--- src/rtl/pc_fetch_stage.sv ---
// Fetch stage: next-PC selection, instruction-memory addressing and the IF/ID
// pipeline register, with a boot cycle and a halt on a misaligned jump target.
module pc_fetch_stage #(
  parameter logic [31:0] RESET_PC = 32'h0000_0000,
  parameter logic [31:0] NOP_INST = 32'h0000_0013
) (
  input  logic        clk,
  input  logic        rst_n,
  input  logic        stall,
  input  logic [1:0]  branch_sel,
  input  logic [31:0] id_pc,
  input  logic [31:0] imm,
  input  logic [31:0] busA,
  input  logic [31:0] imem_rdata,
  output logic [31:0] imem_addr,
  output logic        imem_req,
  output logic [31:0] if_id_pc,
  output logic [31:0] if_id_inst,
  output logic        if_id_valid,
  output logic        redirect,
  output logic        misalign_trap,
  output logic [31:0] trap_pc
);

  typedef enum logic [1:0] {BOOT, RUN, HALT} state_t;

  state_t      state, state_next;
  logic [31:0] pc, pc_next, pc_seq, target;
  logic [31:0] if_id_pc_next, if_id_inst_next, trap_pc_next;
  logic        if_id_valid_next, trap_next;
  logic        take;

  assign pc_seq    = pc + 32'd4;
  assign imem_addr = pc;
  assign imem_req  = (state == RUN);
  assign take      = (branch_sel == 2'b01) || (branch_sel == 2'b10);

  always_comb begin
    target = pc_seq;
    unique case (branch_sel)
      2'b01:   target = id_pc + imm;
      2'b10:   target = (busA + imm) & ~32'd1;
      default: target = pc_seq;
    endcase
  end

  always_comb begin
    state_next       = state;
    pc_next          = pc;
    if_id_pc_next    = if_id_pc;
    if_id_inst_next  = if_id_inst;
    if_id_valid_next = if_id_valid;
    trap_next        = misalign_trap;
    trap_pc_next     = trap_pc;
    redirect         = 1'b0;
    unique case (state)
      BOOT: begin
        state_next       = RUN;
        if_id_pc_next    = '0;
        if_id_inst_next  = NOP_INST;
        if_id_valid_next = 1'b0;
      end
      RUN: begin
        if (!stall) begin
          if (take) begin
            // Both trap and redirect squash the wrong-path fetch at the old pc.
            if_id_pc_next    = '0;
            if_id_inst_next  = NOP_INST;
            if_id_valid_next = 1'b0;
            if (target[1]) begin
              trap_next    = 1'b1;
              trap_pc_next = target;
              state_next   = HALT;
            end else begin
              pc_next  = target;
              redirect = 1'b1;
            end
          end else begin
            pc_next          = pc_seq;
            if_id_pc_next    = pc;
            if_id_inst_next  = imem_rdata;
            if_id_valid_next = 1'b1;
          end
        end
      end
      default: begin
        if_id_pc_next    = '0;
        if_id_inst_next  = NOP_INST;
        if_id_valid_next = 1'b0;
        trap_next        = 1'b1;
      end
    endcase
  end

  always_ff @(posedge clk or negedge rst_n) begin
    if (!rst_n) begin
      state         <= BOOT;
      pc            <= RESET_PC;
      if_id_pc      <= '0;
      if_id_inst    <= NOP_INST;
      if_id_valid   <= 1'b0;
      misalign_trap <= 1'b0;
      trap_pc       <= '0;
    end else begin
      state         <= state_next;
      pc            <= pc_next;
      if_id_pc      <= if_id_pc_next;
      if_id_inst    <= if_id_inst_next;
      if_id_valid   <= if_id_valid_next;
      misalign_trap <= trap_next;
      trap_pc       <= trap_pc_next;
    end
  end

endmodule

--- config.mk ---
export PLATFORM = sky130hd
export DESIGN_NAME = pc_fetch_stage
export DESIGN_NICKNAME = d
export VERILOG_FILES = /design/src/rtl/pc_fetch_stage.sv
export SDC_FILE = /design/constraint.sdc
export NUM_CORES = 1
export LEC_CHECK = 0
export CAP_MARGIN = 20
export CORE_MARGIN = 4
export CORE_UTILIZATION = 35
export DETAILED_ROUTE_END_ITERATION = 8
export PLACE_DENSITY = 0.6
export SYNTH_ARGS = -nofsm -noshare
export SYNTH_HDL_FRONTEND = slang
export SYNTH_SLANG_ARGS = --single-unit
--- constraint.sdc ---
create_clock -name clk -period 4.3 [get_ports clk]
set_input_delay 0.86 -clock clk [delete_from_list [all_inputs] [get_ports clk]]
set_output_delay 0.86 -clock clk [all_outputs]
set_load 0.02 [all_outputs]
# Yosys cells after proc, flatten, opt, wreduce, memory -nomap -nowiden
# Cells that the tools add are included.
[totals]
regBits = 132
input_bits = 133
output_inout_bits = 132
elab_cells = 50
[op_classes]
addsub = 3
n_eq_ne = 7
mux = 24
bitwise_logic = 2
reduce_logical = 7
[ops]
columns = ["op", "n"]
rows = [
  ["$mux W32", 8],
  ["$add A32 B32 Y32", 2],
  ["$pmux W32 S2", 1],
  ["$add A32 B3 Y32 const B", 1],
  ["$reduce_and A4 Y1", 3],
  ["$mux W1", 10],
  ["$mux W2", 3],
  ["$eq A2 B1 Y1 const B", 2],
  ["$ne A2 B1 Y1 const B", 2],
  ["$ne A2 B2 Y1 const B", 2],
  ["$pmux W2 S2", 1],
  ["$reduce_and A3 Y1", 1],
  ["$eq A2 B2 Y1 const B", 1],
  ["$logic_not A2 Y1", 1],
  ["$not A1 Y1", 2],
  ["$pmux W1 S2", 1],
  ["$reduce_bool A2 Y1", 1],
  ["$logic_or A1 B1 Y1", 1],
]

# Depth between registers and ports, before layout
# Gate-level depths: netlist of the first run.
[logic_depth]
depth_word = 6
depth_mapped = 12

# Least setup slack after synthesis of the first run
# Ideal clock, no wire load.
[synth_timing]
path_kind = "input port to output port"
start = "input port id_pc[0]"
end = "output port redirect"
arrival_time_ns = 2.807
path_slack_ns = 0.633
path_stages = 9
n_path_buf = 2
path_cell_list = "ha_1 inv_1 fa_1 a2bb2oi_2 o21ai_1 or2_2 clkbuf_1 inv_1 buf_2"
[synth_between]
elab_chain_cells = 6
[synth_lines]
columns = ["element", "line", "rtl"]
rows = [
  ["start: declaration", "11", "input logic [31:0] id_pc,"],
  ["$add A32 B32 Y32", "41", "2'b01: target = id_pc + imm;"],
  ["$pmux W32 S2", "40", "unique case (branch_sel)"],
  ["$mux W1", "70", "if (target[1]) begin"],
  ["$mux W1", "65", "if (take) begin"],
  ["$mux W1", "64", "if (!stall) begin"],
  ["$mux W1", "56", "unique case (state)"],
  ["end: declaration", "20", "output logic redirect,"],
]
# Every way passes these cells.

# Worst setup path in the final report of the first run
[layout_timing]
start = "input port imm[0]"
end = "output port redirect"
[layout_between]
elab_chain_cells = 6
[layout_lines]
columns = ["element", "line", "rtl"]
rows = [
  ["start: declaration", "12", "input logic [31:0] imm,"],
  ["$add A32 B32 Y32, on equally long branches", "42, 41", ""],
  ["$pmux W32 S2 (*)", "40", ""],
  ["$mux W1 (*)", "70", ""],
  ["$mux W1 (*)", "65", ""],
  ["$mux W1 (*)", "64", ""],
  ["$mux W1 (*)", "56", ""],
]
# Every way passes the cells marked *; elsewhere a longest branch is shown, timed or not.

==> run_results.csv, run 1 <==
group,metric,value,unit
outcome,outcome,"finished clean",
routing,finalWirelength,30.1,mm
timing,setup_viol_count_final,0,
synthesis,synth_enable_flop_cells,0,
critical_path,reg2reg_depth,9,
placed_design,routabilityCongestion,0.924,
routing,drt_first_pass_iters,5,
timing,fin_tns_setup,0,ns
grt,first_global_vias,8703,
floorplan,coreArea,26000,µm²
routing,met2_wirelength,13.6,mm
synthesis,ys_seq_elements,131,
pwr,power.total,3.82,mW
routing,met3WireLength,1.87,mm
grt,wire_length_of_the_first_global_routing_pass,47.2,mm
timing,clock-skew-final,0.00679,ns
worst_hold_path,worstHoldPathType,"in -> async",
timing,final-max-slew-violation-count,0,
cts,path_clk_slew,0.05,ns
layout,nFillCells,2526,
floorplan,io-pin-count,265,
placed_design,placed_cells_incl_taps,1607,
critical_path,worstPathMaxFanout,2,
routing,wirelength_met1,13.9,mm
routing,vias,8935,
cts,post-cts-setup-buffers,0,
floorplan,floorplan.rows,59,
synthesis,syn_area,9210,µm²
routing,drt_drc_violations_left,0,
synthesis,synthesis.yosys.warnings,0,
cts,cts_hold_repair.buffers,0,
cts,htree_num_levels,4,
grt,grt_use_total,20.2,%
critical_path,worstSetupStartpointType,"input pin",
cts,cts_buffers,17,
cts,postCtsResizedCells,1,
synthesis,syn_avg_cell_area,8.80,µm²
timing,final_hold_viol_count,0,
critical_path,critPathSlowestCell,"sky130_fd_sc_hd__fa_1",
synthesis,cell_types_occupying_the_most_area_after_synthesis,"sky130_fd_sc_hd__dfrtp_1 35%, sky130_fd_sc_hd__ha_1 8.7%, sky130_fd_sc_hd__a22o_1 5.8%",
layout,nNetsFinal,1491,
synthesis,ys_async_sr_fraction,100,%
cts,worstSkewPairLatency,0.41,ns
critical_path,critical_path.endpoint_type,"primary output",
floorplan,die_area,29000,µm²
timing,timing.fmax,246,MHz
critical_path,critical_path_required,3.44,ns
grt,grt_overflow_total,0,
layout,area_growth,39.7,%
synthesis,synth_ff_type,"sky130_fd_sc_hd__dfrtp_1",
routing,detailedRoute.firstIterationViolations,570,
critical_path,worst_path_most_repeated_cell,"sky130_fd_sc_hd__inv_1",
pwr,peakVddDrop,0.309,mV
grt,grt_antenna_before_repair,0,
critical_path,cp_cell_sequence,"clkdlybuf4s50_1, ha_1, inv_1, fa_1, a2bb2oi_2, o21ai_1, or2_2, inv_1, dlygate4sd2_1",
layout,final-instance-count-excl-fill,1639,
synthesis,share_of_the_synthesized_area_in_the_top_cell_type,34.8,%
floorplan,die_h,170,µm
cts,clock_sinks,131,
cts,tritoncts,"done",
pwr,power.static_leakage,5.44,nW
synthesis,synthCells,1047,
layout,n_antenna_cell,0,
synthesis,mappedNetlistNets,1246,
routing,post_drt_via_cell_ratio,5.45,
cts,clockRootBuffer,"sky130_fd_sc_hd__clkbuf_16",
timing,worst-slew-pin-transition,0.589,ns
placed_design,numPortBuffers,263,
floorplan,floorplan.initialDensity,35.5,%
critical_path,timing.critical_path.slowest_cell_delay,0.49,ns
routing,ant_nets_after_route,0,
timing,timing.max_slew.rel_slack,60.3,%
timing,fin_crit_sh,94.7,%
pwr,power_per_cell_area,297,nW/µm²
timing,min_period,4.07,ns
job,reported_max_cap_violation_count,0,
timing,grt_setup_unrepaired,"false",
critical_path,setup.worst_path.class,"in -> out",
synthesis,yosysUniqueCellTypes,84,
grt,grt_start_max_net_pins,111,
routing,top_layer,"met4",
placed_design,detailedPlacementHpwl,23.7,mm
routing,routedWlPerCell,18.4,µm
synthesis,ys_seq_area_share,35.6,%
critical_path,critical_path_arrival,3.21,ns
synthesis,synth_top_area_cell,"sky130_fd_sc_hd__dfrtp_1",
floorplan,die_width,170,µm
layout,post_route_cells_drive_above_1_share,6.60,%
layout,finish.utilization,49.5,%
cts,clock_tree.buffer_depth,2,
## final cells by class
cell class,count,area (µm²),share of cell area [%]
inverter,17,63.8,0.496
clock buffer,21,460,3.58
clock inverter,10,180,1.40
sequential,131,3280,25.5
multi-input combinational,840,5640,43.8
timing repair buffer,285,2830,22.0
tap,335,419,3.26
## where the power goes
group	internal [mW]	switching (mW)	total [mW]
Sequential	1.26	0.0348	1.29
Combinational	0.429	0.531	0.960
Clock	1.05	0.515	1.57
Total	2.74	1.08	3.82
## cell usage after synthesis (9+ instances only)
| library cell | instances |
|---|---|
| sky130_fd_sc_hd__nand2_1 | 129 |
| sky130_fd_sc_hd__dfrtp_1 | 128 |
| sky130_fd_sc_hd__a21oi_1 | 93 |
| sky130_fd_sc_hd__o21ai_0 | 74 |
| sky130_fd_sc_hd__nor2_1 | 69 |
| sky130_fd_sc_hd__ha_1 | 64 |
| sky130_fd_sc_hd__a22o_1 | 61 |
| sky130_fd_sc_hd__clkbuf_1 | 51 |
| sky130_fd_sc_hd__xnor2_1 | 36 |
| sky130_fd_sc_hd__nand3_1 | 31 |
| sky130_fd_sc_hd__xor2_1 | 28 |
| sky130_fd_sc_hd__a21o_1 | 19 |
| sky130_fd_sc_hd__a221oi_1 | 17 |
| sky130_fd_sc_hd__inv_1 | 17 |
| sky130_fd_sc_hd__a22oi_1 | 16 |
| sky130_fd_sc_hd__nand4_1 | 16 |
| sky130_fd_sc_hd__and3_1 | 15 |
| sky130_fd_sc_hd__a211oi_1 | 13 |
| sky130_fd_sc_hd__nor3_1 | 13 |
| sky130_fd_sc_hd__o211ai_1 | 13 |
| sky130_fd_sc_hd__a31oi_1 | 10 |
| sky130_fd_sc_hd__mux2i_1 | 9 |
## state kept, by name, summed over array words and instances, names as in the netlist
| signal | flops |
|---|---|
| if_id_valid | 1 |
| misalign_trap | 1 |
| imem_addr | 31 |
| if_id_pc | 32 |
| state | 2 |
| trap_pc | 32 |
| if_id_inst | 32 |
## worst paths after layout
kind                            slack [ns]                startpoint                    endpoint
worst max-delay path                  0.23                    imm[0]                    redirect
worst min-delay path                  0.38                     rst_n  if_id_inst[25]$_DFFE_PN0P_
worst max register to register        1.82  imem_addr[7]$_DFFE_PN0P_   imem_addr[27]$_DFFE_PN0P_
worst min register to register        0.47   if_id_valid$_DFFE_PN0P_     if_id_valid$_DFFE_PN0P_
max in group asynchronous             2.90                     rst_n   imem_addr[17]$_DFFE_PN0P_
min in group clk                      0.47   if_id_valid$_DFFE_PN0P_     if_id_valid$_DFFE_PN0P_
## cell families after synthesis
logic type,share of synthesized area [%]
compound gates,28.1
other cells,0.0407
flops,35.6
simple gates,16.7
xor+xnor,6.08
fa+ha+maj,9.13
buf+inv,3.26
mux,1.10
## layout by cell type (no fill, tap or decap), types with 17 or more instances in the layout
cell	synthesis	routed
sky130_fd_sc_hd__o21ai_0	74	74
sky130_fd_sc_hd__a221oi_1	17	17
sky130_fd_sc_hd__clkbuf_16	0	17
sky130_fd_sc_hd__nor2_1	69	69
sky130_fd_sc_hd__ha_1	64	64
sky130_fd_sc_hd__xnor2_1	36	36
sky130_fd_sc_hd__dfrtp_1	128	128
sky130_fd_sc_hd__nand2_1	129	129
sky130_fd_sc_hd__nand3_1	31	31
sky130_fd_sc_hd__a22o_1	61	61
sky130_fd_sc_hd__a21o_1	19	19
sky130_fd_sc_hd__inv_1	17	17
sky130_fd_sc_hd__xor2_1	28	28
sky130_fd_sc_hd__buf_4	3	20
sky130_fd_sc_hd__clkdlybuf4s50_1	0	261
sky130_fd_sc_hd__a21oi_1	93	93
## critical path, delay by kind of cell
| kind | cells | cell delay [ns] |
|---|---|---|
| adders and majority gates | 2 | 0.67 |
| AOI/OAI and AO/OA | 2 | 0.34 |
| buffers and inverters | 4 | 1.05 |
| and+or+nand+nor | 1 | 0.29 |
## per-layer routing
metal | track usage, % | up-vias
met5 | 0 | -
met4 | 7.22 | 0
met3 | 3.14 | 41
met2 | 31.9 | 319
met1 | 28.1 | 4182
li1 | - | 4393
## stage by stage
stage	hold slack (ns)	setup slack [ns]	instance area (µm²)
2_1_floorplan	0.485	0.633	9210
3_3_place_gp	0.454	-0.00765	12200
3_5_place_dp	0.460	-0.0409	12200
4_1_cts	0.478	0.219	12800
5_1_grt	0.397	0.121	12900
6_report	0.376	0.229	12900
(Power assumes the default switching activity.)
==> run 2: changes to the inputs <==
RECOVER_POWER = 100   (was unset)
==> run 2 against run 1 <==
Clock skew is 0.00052 ns higher. Sequential power hardly changed. The run now ends with max-capacitance violations, max-slew violations left. Highest routed layer unchanged. Count of clock-buffer cells in the layout stayed put. Largest power group unchanged. Critical path type unchanged. Hold slack better by 0.092 ns. Critical path depth stayed put. Total power is 0.39% lower. Non-clock buffer count stayed put. First-iteration DRC count is 15% higher. Maximum frequency is 0.66% lower.
==> run_results.csv, run 2 (synthesized netlist as in run 1, its figures left out) <==
group,metric,value,unit
layout,largest_registers,"if_id_inst: 32 flops, if_id_pc: 32 flops, trap_pc: 32 flops",
floorplan,die_area,29000,µm²
critical_path,critical_path.startpoint,"imm[0]",
routing,drt_drc_violations_left,0,
pwr,power.total,3.80,mW
placed_design,detailedPlacementHpwl,23.7,mm
pwr,peakVddDrop,0.309,mV
timing,timing.final.ws_setup,0.202,ns
timing,min_period,4.10,ns
timing,timing.max_slew.rel_slack,-73.1,%
grt,grtUsageMet2,31.9,%
pwr,power.static_leakage,5.80,nW
layout,nFillCells,2536,
critical_path,critical_path.endpoint_type,"primary output",
routing,ant_nets_after_route,0,
layout,area_growth,39.2,%
routing,routedWlPerCell,18.4,µm
pwr,power_per_cell_area,297,nW/µm²
grt,grt_use_total,20.2,%
timing,clock-skew-final,0.00731,ns
routing,vias,8995,
floorplan,floorplan.rows,59,
layout,top_library_cells_by_usage_in_the_layout_fill_and_taps_aside,"133 x sky130_fd_sc_hd__dlygate4sd3_1, 129 x sky130_fd_sc_hd__nand2_1, 128 x sky130_fd_sc_hd__dfrtp_1, 128 x sky130_fd_sc_hd__clkdlybuf4s50_1, 94 x sky130_fd_sc_hd__a21oi_1",
critical_path,setup.worst_path.class,"in -> out",
timing,timing.fmax,244,MHz
outcome,outcome,"finished, violations left",
timing,final-max-slew-violation-count,81,
timing,fin_crit_sh,95.3,%
pwr,netSwitchingFraction,28.4,%
routing,detailedRoute.firstIterationViolations,658,
floorplan,coreArea,26000,µm²
timing,worst-slew-pin-transition,2.60,ns
grt,gr-usage-met1,28.1,%
critical_path,critical_path_required,3.44,ns
floorplan,io-pin-count,265,
cts,clock_sinks,131,
grt,grt_most_used_layer,"met2",
grt,grt_start_max_net_pins,111,
grt,grt_antenna_before_repair,0,
layout,n_antenna_cell,0,
pwr,clock_power_share,41.3,%
cts,clockRootBuffer,"sky130_fd_sc_hd__clkbuf_16",
critical_path,critical_path_arrival,3.24,ns
critical_path,r2r-start,"imem_addr[7]$_DFFE_PN0P_",
cts,worstSkewPairLatency,0.41,ns
routing,post_drt_via_cell_ratio,5.49,
layout,final_common_cell,"sky130_fd_sc_hd__dlygate4sd3_1",
cts,cts_buffers,17,
grt,grt_overflow_total,0,
grt,wire_length_of_the_first_global_routing_pass,47.2,mm
layout,post_route_cells_drive_above_1_share,5.83,%
timing,setup_viol_count_final,0,
placed_design,pre_cts_setup_slack,-0.0409,ns
job,reported_max_cap_violation_count,2,
cts,htree_num_levels,4,
floorplan,die_h,170,µm
routing,drt_first_pass_iters,5,
pwr,seqPwrFrac,33.9,%
pwr,combinationalPowerShare,24.8,%
pwr,cell_internal_pwr,2.72,mW
critical_path,worst_setup_path_endpoint,"redirect",
floorplan,floorplan.initialDensity,35.5,%
critical_path,worstPathMaxFanout,2,
worst_hold_path,worstHoldPathType,"reg -> reg",
floorplan,die_width,170,µm
timing,final_hold_viol_count,0,
cts,path_clk_slew,0.05,ns
cts,post-cts-setup-buffers,0,
critical_path,reg2reg_depth,9,
grt,grt.met3_usage,3.14,%
timing,grt_setup_unrepaired,"false",
layout,nNetsFinal,1491,
outcome,failed_checks,"max-capacitance violations, max-slew violations",
placed_design,numPortBuffers,263,
critical_path,worstSetupStartpointType,"input pin",
placed_design,routabilityCongestion,0.924,
pwr,reported_net_switching_power,1.08,mW
layout,finish.utilization,49.4,%
routing,finalWirelength,30.2,mm
critical_path,ff2ff_setup_slack,1.77,ns
grt,first_global_vias,8703,
cts,clock_tree.buffer_depth,2,
critical_path,worstReg2RegEnd,"imem_addr[26]$_DFFE_PN0P_",
cts,tritoncts,"done",
==> run 2: changes by cell type in the layout (fill, tap and decap cells not counted), moves of 3 or more <==
cell,change
sky130_fd_sc_hd__a21boi_1,-3
sky130_fd_sc_hd__o21ai_1,-4
sky130_fd_sc_hd__clkdlybuf4s50_1,-133
sky130_fd_sc_hd__a21boi_0,+3
sky130_fd_sc_hd__dlygate4sd3_1,+133
sky130_fd_sc_hd__buf_4,-5
sky130_fd_sc_hd__o21ai_0,+4
sky130_fd_sc_hd__clkbuf_1,+5
==> run 2: layout make-up <==
class | count | area, µm² | share of cell area, %
inverter | 17 | 63.8 | 0.498
tap | 335 | 419 | 3.27
clock inverter | 10 | 180 | 1.40
timing repair buffer | 285 | 2810 | 21.9
clock buffer | 21 | 460 | 3.59
multi-input combinational | 840 | 5610 | 43.8
sequential | 131 | 3280 | 25.6
==> run 2: worst min-delay path by stage <==
stage | end | cells past startpoint | startpoint | slack (ns)
after floorplan | state[0]$_DFFE_PN0P_ | 1 | state[1]$_DFFE_PN0P_ | 0.48
after detailed placement | trap_pc[1]$_DFFE_PN0P_ | 1 | trap_pc[1]$_DFFE_PN0P_ | 0.46
final | if_id_valid$_DFFE_PN0P_ | 2 | if_id_valid$_DFFE_PN0P_ | 0.47
after global placement | trap_pc[1]$_DFFE_PN0P_ | 1 | trap_pc[1]$_DFFE_PN0P_ | 0.45
after CTS | if_id_valid$_DFFE_PN0P_ | 2 | if_id_valid$_DFFE_PN0P_ | 0.48
after global routing | trap_pc[1]$_DFFE_PN0P_ | 1 | trap_pc[1]$_DFFE_PN0P_ | 0.48
==> run 2: repair_timing <==
action	in CTS	in global routing
hold buffers	0	0
gates resized for setup	1	0
endpoints found under the setup margin	1	0
==> run 2: critical path, cell delays in order <==
cell	delay (ns)
sky130_fd_sc_hd__clkdlybuf4s50_1	0.48
sky130_fd_sc_hd__ha_1	0.18
sky130_fd_sc_hd__inv_1	0.06
sky130_fd_sc_hd__fa_1	0.49
sky130_fd_sc_hd__a2bb2oi_2	0.23
sky130_fd_sc_hd__o21ai_0	0.12
sky130_fd_sc_hd__or2_2	0.30
sky130_fd_sc_hd__inv_1	0.15
sky130_fd_sc_hd__dlygate4sd2_1	0.36
==> run 2: per-stage QoR <==
| stage | cell area (µm²) | TNS, ns | instances | hold slack [ns] |
|---|---|---|---|---|
| global route | 12800 | 0 | 1639 | 0.479 |
| floorplan | 9210 | 0 | 1047 | 0.485 |
| CTS | 12800 | 0 | 1638 | 0.478 |
| global placement | 12200 | -0.00765 | 1607 | 0.454 |
| finish | 12800 | 0 | 1639 | 0.467 |
| detailed placement | 12200 | -0.0409 | 1607 | 0.460 |
==> run 2: layer usage <==
metal  vias to the layer above  wire (µm)  share of wire [%]
met5                         -          0                  0
met4                         0        755                2.5
met3                        47       1860                6.2
met2                       313      13700                 45
met1                      4242      13900                 46
li1                       4393          -                  -
==> run 2: power by group through the flow <==
stage | Clock [mW] | Sequential, mW | Combinational, mW
floorplan | 0 | 1.33 | 0.549
global placement | 0 | 1.31 | 0.946
detailed placement | 0 | 1.31 | 0.948
CTS | 1.61 | 1.29 | 0.955
global route | 1.66 | 1.29 | 1.04
finish | 1.57 | 1.29 | 0.945
